[src/rtl/team_gpio_pkg.sv]
`default_nettype none
// ============================================================================
// Module   : team_gpio_pkg
// Purpose  : Shared constants, register index encoding and the bank slicing
//            helper for the team GPIO controller.
// Contents : DATA_W, REG_IDX_W, gpio_reg_e, bank_slice()
// Revision : 1.0 - initial release
// ============================================================================
package team_gpio_pkg;

  localparam int DATA_W    = 32;
  localparam int REG_IDX_W = 3;

  // Register index carried in bus_addr[3:1].
  typedef enum logic [REG_IDX_W-1:0] {
    OUT     = 3'd0,
    OE      = 3'd1,
    IN      = 3'd2,
    RISE_EN = 3'd3,
    FALL_EN = 3'd4,
    STATUS  = 3'd5,
    IRQ_EN  = 3'd6,
    OUT_TGL = 3'd7
  } gpio_reg_e;

  // Selects the 32-bit bank view of a 64-bit pin vector.
  function automatic logic [DATA_W-1:0] bank_slice(input logic [2*DATA_W-1:0] v,
                                                   input logic               bank);
    return bank ? v[2*DATA_W-1:DATA_W] : v[DATA_W-1:0];
  endfunction

endpackage
`default_nettype wire

[src/rtl/gpio_sync.sv]
`default_nettype none
// ============================================================================
// Module   : gpio_sync
// Purpose  : Multi-stage input synchroniser followed by a previous-sample
//            register, producing synchronised level and edge strobes.
// Ports    : clk, rst       - clock, synchronous active-high reset
//            d    [WIDTH]   - asynchronous pad inputs
//            sync [WIDTH]   - last synchroniser stage
//            rise [WIDTH]   - sync & ~prev
//            fall [WIDTH]   - ~sync & prev
// Revision : 1.0 - initial release
// ============================================================================
module gpio_sync #(
  parameter int WIDTH  = 1,
  parameter int STAGES = 2
) (
  input  logic             clk,
  input  logic             rst,
  input  logic [WIDTH-1:0] d,
  output logic [WIDTH-1:0] sync,
  output logic [WIDTH-1:0] rise,
  output logic [WIDTH-1:0] fall
);

  logic [STAGES-1:0][WIDTH-1:0] stage_q, stage_d;
  logic [WIDTH-1:0]             prev_q, prev_d;

  always_comb begin
    stage_d = {stage_q[STAGES-2:0], d};
    prev_d  = stage_q[STAGES-1];
  end

  always_ff @(posedge clk) begin
    if (rst) begin
      stage_q <= '0;
      prev_q  <= '0;
    end else begin
      stage_q <= stage_d;
      prev_q  <= prev_d;
    end
  end

  assign sync = stage_q[STAGES-1];
  assign rise = sync & ~prev_q;
  assign fall = ~sync & prev_q;

endmodule
`default_nettype wire

[src/rtl/team_gpio_ctrl.sv]
`default_nettype none
// ============================================================================
// Module   : team_gpio_ctrl
// Purpose  : Register-programmable GPIO pin bank with output/enable registers,
//            synchronised inputs, edge capture (W1C status) and level irq.
// Ports    : clk, rst            - clock, synchronous active-high reset
//            en                  - block enable (low: pads input, capture off)
//            bus_addr[3:0]       - {reg_idx[2:0], bank}
//            bus_we, bus_re      - write / read strobes
//            bus_wdata[31:0]     - write data
//            bus_rdata[31:0]     - registered read data
//            bus_rvalid          - one-cycle pulse with bus_rdata
//            irq                 - registered level interrupt
//            gpio_in/out/oeb     - pad input, output, active-low enable
// Revision : 1.0 - initial release
// ============================================================================
module team_gpio_ctrl
  import team_gpio_pkg::*;
#(
  parameter int NUM_PINS    = 34,
  parameter int SYNC_STAGES = 2
) (
  input  logic                clk,
  input  logic                rst,
  input  logic                en,
  input  logic [3:0]          bus_addr,
  input  logic                bus_we,
  input  logic                bus_re,
  input  logic [DATA_W-1:0]   bus_wdata,
  output logic [DATA_W-1:0]   bus_rdata,
  output logic                bus_rvalid,
  output logic                irq,
  input  logic [NUM_PINS-1:0] gpio_in,
  output logic [NUM_PINS-1:0] gpio_out,
  output logic [NUM_PINS-1:0] gpio_oeb
);

  gpio_reg_e reg_idx;
  logic      bank;
  assign reg_idx = gpio_reg_e'(bus_addr[3:1]);
  assign bank    = bus_addr[0];

  logic [NUM_PINS-1:0] sync_in, rise, fall;

  gpio_sync #(
    .WIDTH  (NUM_PINS),
    .STAGES (SYNC_STAGES)
  ) u_sync (
    .clk  (clk),
    .rst  (rst),
    .d    (gpio_in),
    .sync (sync_in),
    .rise (rise),
    .fall (fall)
  );

  // Per-pin view of the write data: the bus bit that lands on each pin and
  // whether the addressed bank covers it. Pins beyond NUM_PINS do not exist.
  logic [NUM_PINS-1:0] wr_bit, wr_hit;
  for (genvar i = 0; i < NUM_PINS; i++) begin : g_pin
    assign wr_bit[i] = bus_wdata[i % DATA_W];
    assign wr_hit[i] = (bank == 1'(i / DATA_W));
  end

  logic [NUM_PINS-1:0] wr_set, wr_keep;
  assign wr_set  = wr_bit & wr_hit;
  assign wr_keep = ~wr_hit;

  logic [NUM_PINS-1:0] out_q, out_d, oe_q, oe_d;
  logic [NUM_PINS-1:0] rise_en_q, rise_en_d, fall_en_q, fall_en_d;
  logic [NUM_PINS-1:0] status_q, status_d, irq_en_q, irq_en_d;
  logic [NUM_PINS-1:0] ev_set;
  logic [DATA_W-1:0]   rdata_q, rdata_d;
  logic                rvalid_q, rvalid_d, irq_q, irq_d;
  logic [2*DATA_W-1:0] rd_sel;

  always_comb begin
    out_d     = out_q;
    oe_d      = oe_q;
    rise_en_d = rise_en_q;
    fall_en_d = fall_en_q;
    irq_en_d  = irq_en_q;
    ev_set    = en ? ((rise & rise_en_q) | (fall & fall_en_q)) : '0;
    status_d  = status_q;

    if (bus_we) begin
      case (reg_idx)
        OUT:     out_d     = (out_q & wr_keep) | wr_set;
        OE:      oe_d      = (oe_q & wr_keep) | wr_set;
        RISE_EN: rise_en_d = (rise_en_q & wr_keep) | wr_set;
        FALL_EN: fall_en_d = (fall_en_q & wr_keep) | wr_set;
        STATUS:  status_d  = status_q & ~wr_set;
        IRQ_EN:  irq_en_d  = (irq_en_q & wr_keep) | wr_set;
        OUT_TGL: out_d     = out_q ^ wr_set;
        default: ;
      endcase
    end
    // OR-ing new events after the clear lets a same-cycle event win over W1C.
    status_d = status_d | ev_set;

    // Reads sample the pre-write register values.
    rd_sel = '0;
    case (reg_idx)
      OUT:     rd_sel[NUM_PINS-1:0] = out_q;
      OE:      rd_sel[NUM_PINS-1:0] = oe_q;
      IN:      rd_sel[NUM_PINS-1:0] = sync_in;
      RISE_EN: rd_sel[NUM_PINS-1:0] = rise_en_q;
      FALL_EN: rd_sel[NUM_PINS-1:0] = fall_en_q;
      STATUS:  rd_sel[NUM_PINS-1:0] = status_q;
      IRQ_EN:  rd_sel[NUM_PINS-1:0] = irq_en_q;
      default: rd_sel = '0;
    endcase
    rdata_d  = bus_re ? bank_slice(rd_sel, bank) : rdata_q;
    rvalid_d = bus_re;
    irq_d    = |(status_q & irq_en_q);
  end

  always_ff @(posedge clk) begin
    if (rst) begin
      out_q     <= '0;
      oe_q      <= '0;
      rise_en_q <= '0;
      fall_en_q <= '0;
      status_q  <= '0;
      irq_en_q  <= '0;
      rdata_q   <= '0;
      rvalid_q  <= 1'b0;
      irq_q     <= 1'b0;
    end else begin
      out_q     <= out_d;
      oe_q      <= oe_d;
      rise_en_q <= rise_en_d;
      fall_en_q <= fall_en_d;
      status_q  <= status_d;
      irq_en_q  <= irq_en_d;
      rdata_q   <= rdata_d;
      rvalid_q  <= rvalid_d;
      irq_q     <= irq_d;
    end
  end

  assign bus_rdata  = rdata_q;
  assign bus_rvalid = rvalid_q;
  assign irq        = irq_q;
  assign gpio_out   = en ? out_q : '0;
  assign gpio_oeb   = en ? ~oe_q : '1;

endmodule
`default_nettype wire

[config.mk]
export PLATFORM = sky130hd
export DESIGN_NAME = team_gpio_ctrl
export DESIGN_NICKNAME = d
export VERILOG_FILES = /design/src/rtl/team_gpio_pkg.sv /design/src/rtl/gpio_sync.sv /design/src/rtl/team_gpio_ctrl.sv
export SDC_FILE = /design/constraint.sdc
export NUM_CORES = 1
export LEC_CHECK = 0
export ABC_AREA = 0
export BUFFER_PORTS_ARGS = -buffer_cell sky130_fd_sc_hd__buf_2
export CORE_MARGIN = 2
export CORE_UTILIZATION = 55
export DETAILED_ROUTE_END_ITERATION = 8
export GPL_TIMING_DRIVEN = 0
export PLACE_DENSITY_LB_ADDON = 0.08
export SLEW_MARGIN = 25
export SYNTH_ARGS = -nofsm -noshare
export SYNTH_HDL_FRONTEND = slang
export SYNTH_HIERARCHICAL = 1
export SYNTH_SLANG_ARGS = --single-unit
[constraint.sdc]
create_clock -name clk -period 2 [get_ports clk]
set_clock_uncertainty 0.15 [all_clocks]
set_input_delay 0.1 -clock clk [delete_from_list [all_inputs] [get_ports clk]]
set_output_delay 0.1 -clock clk [all_outputs]
set_load 0.01 [all_outputs]
==> key figures <==
Run status
  – Status: finished, violations left
  – Failing checks: setup timing

Clock network
  – CTS tree: done
  – Num CTS Buffers: 37
  – Clock transition at the registers of the reported paths: 60 ps
  – Max Buffers Root-to-Sink: 3
  – Worst skew pair latency: 520 ps
  – # clock sinks: 340
  – H-tree depth: 2
  – Root Driver: clkbuf_16

Setup path
  – Slowest CP cell: nor3b_2
  – CP most frequent cell: nand2_1
  – CP bufs+invs: 2
  – CP Cell Sequence: buf_6, nor3b_2, nand2_1, clkbuf_1, nand2_1, a21oi_1
  – CP required: 2220 ps
  – Setup crit end kind: flop
  – Max incr delay on CP: 930 ps
  – CP Max Fanout: 10
  – Worst Setup Start Kind: input port
  – Top Family by Delay on Critical Path: simple AND/OR/NAND/NOR gates
  – Crit path DAT: 2300 ps
  – Critical path class: in -> reg

Floorplan
  – Die width: 168 um
  – Initial core utilization: 55.5%
  – Die area: 28300 um2
  – Die H: 168 um
  – # IOs: 177
  – CORE AREA: 26700 um2
  – Row count: 60

Global routing
  – Initial antenna violation count: 1
  – Grt total ovfl: 0
  – First-pass GRT wire length: 86.8 mm
  – Pin count of the biggest net entering global routing: 14
  – GRT Total Usage: 40.9%
  – Vias in the first global route: 14000

Timing
  – Post-route setup slack: -78.7 ps
  – Max Clock Freq: 481 MHz
  – TNS Setup: -587 ps
  – Final Hold Viols: 0
  – Unrepaired setup endpoints after global routing: false
  – Final setup vio count: 18
  – Worst Max-Slew Pin Slew: 1160 ps
  – Rel. slew slack: 22.5%
  – Slew Viols, Final: 0
  – Fin crit share: 104%
  – Final min period: 2080 ps

Yosys
  – Seq/Total Area, Yosys: 45.9%
  – Cells after synthesis: 1750
  – Mapped Nets: 1825
  – Synth Register Bits: 340
  – Synthesized area: 14800 um2
  – Synth cell types: 53
  – Post-synth EDFFs: 0
  – YS warnings: 6
  – Async SR Flop Fraction: 0%
  – Mean Syn Cell Area: 8.48 um2
  – Top FF cell, synth: dfxtp_1

Final layout
  – Cell Count, Final, Fillers Out: 2437
  – Nets: 2142
  – Layout cells sized above 1: 17.0%
  – Commonest non-fill, non-tap cell in the layout: nand2_1
  – Most frequent cells in the layout: 355 x nand2_1, 340 x dfxtp_1, 212 x buf_2
  – Final core occ: 69.1%
  – Area Overhead vs Synth: 24.5%

Routing
  – Remaining DRCs: 0
  – Vias: 15000
  – Post-DRT Antenna Nets: 0
  – Wirelength per Cell: 24.3 um
  – DRT iter0 DRCs: 2038
  – Vias per std cell: 6.16
  – Post-Route WL: 59.3 mm
  – DRT Pass-1 Iters: 6

Placement
  – Placed insts: 2261
  – Dpl hpwl: 40.2 mm
  – Port Buffers: 170
  – GP Congestion: 0.973
  – Post-place setup slack: -413 ps

Flow run
  – Max-Cap Viols: 0

Pwr
  – Peak VDD IR: 653 uV
  – P_leak: 0.00717 uW
  – Power density cells: 846 nW/um2

Hold path
  – Hold crit path type: in -> reg
-- synth_stat cells, types with 5 or more instances --
master	n	share of area, %
a22oi_1	27	1.4
nor2_1	48	1.2
a221oi_1	22	1.3
nor3_1	5	0.17
o22ai_1	7	0.30
and2_1	36	1.5
buf_2	42	1.4
o221ai_1	5	0.30
or3_1	30	1.3
mux4_2	11	1.7
buf_6	11	0.83
nand2_1	355	9.0
inv_1	33	0.83
dfxtp_1	340	46
a31oi_1	31	1.3
mux2i_1	45	3.0
o21ai_0	87	2.9
a21oi_1	175	5.9
nand3_1	42	1.4
o2bb2ai_1	13	0.77
clkbuf_1	70	1.8
mux2_2	34	2.6
nor2b_1	178	7.5
a22o_1	44	2.6
-- cell families after synthesis --
kind of cell / synth area share [%]
compound gates: 18.0
flops: 45.9
mux: 7.29
buf+inv: 5.09
simple gates: 23.7
-- timing repair --
item,4_1_cts,5_1_grt
hold endpoints to repair,283,0
setup buffers,0,0
endpoints found under the setup margin,0,10
hold buffers,108,0
gates resized for setup,0,16
-- metrics by stage --
stage | area [um2] | power, uW | hold WS, ps
3_5_place_dp | 16100 | 8380 | 163
6_report | 18500 | 15600 | 12.0
2_1_floorplan | 14800 | 7800 | 78.2
5_1_grt | 18500 | 16000 | 39.9
3_3_place_gp | 16100 | 8360 | 160
4_1_cts | 18500 | 15500 | 1.20
-- worst paths after layout --
kind / start / to / slack (ps) / depth (start not counted)
max: bus_addr[1] / flop / -80 / 6
max reg2reg: status_q[17]$_SDFF_PP0_ / irq$_SDFF_PP0_ / 300 / 4
min reg2reg: u_sync/stage_d[50]$_SDFF_PP0_ / u_sync/sync[16]$_SDFF_PP0_ / 290 / 1
min: bus_addr[0] / flop / 10 / 4
-- per-layer routing --
layer  part of all wire, %  global-route usage (%)
met2                    44                    63.8
met3                    12                    9.38
met5                     0                       0
met4                   5.3                    19.2
met1                    39                    53.8
-- tightest hold or removal path: cells and delay by family --
kind / cells / cell delay [ps]
AOI/OAI and AO/OA: 2 / 250
and+or+nand+nor: 1 / 110
buffers and inverters: 1 / 170
-- final cells by class --
type	count	area (um2)
Tap cell	341	427
Clock buffer	56	1100
Fill cell	2207	8260
Sequential cell	340	6810
Multi-Input combinational cell	1248	7270
Antenna cell	1	2.50
Clock inverter	11	161
Timing Repair Buffer	278	1930
Buffer	127	634
Inverter	35	131
-- power by group --
group | switching, uW | total [uW] | internal (uW) | leakage, uW
Sequential | 129 | 7060 | 6930 | 0.00276
Clock | 2850 | 7170 | 4320 | 0.000618
Combinational | 884 | 1400 | 519 | 0.00379
(Power assumes the default switching activity.)
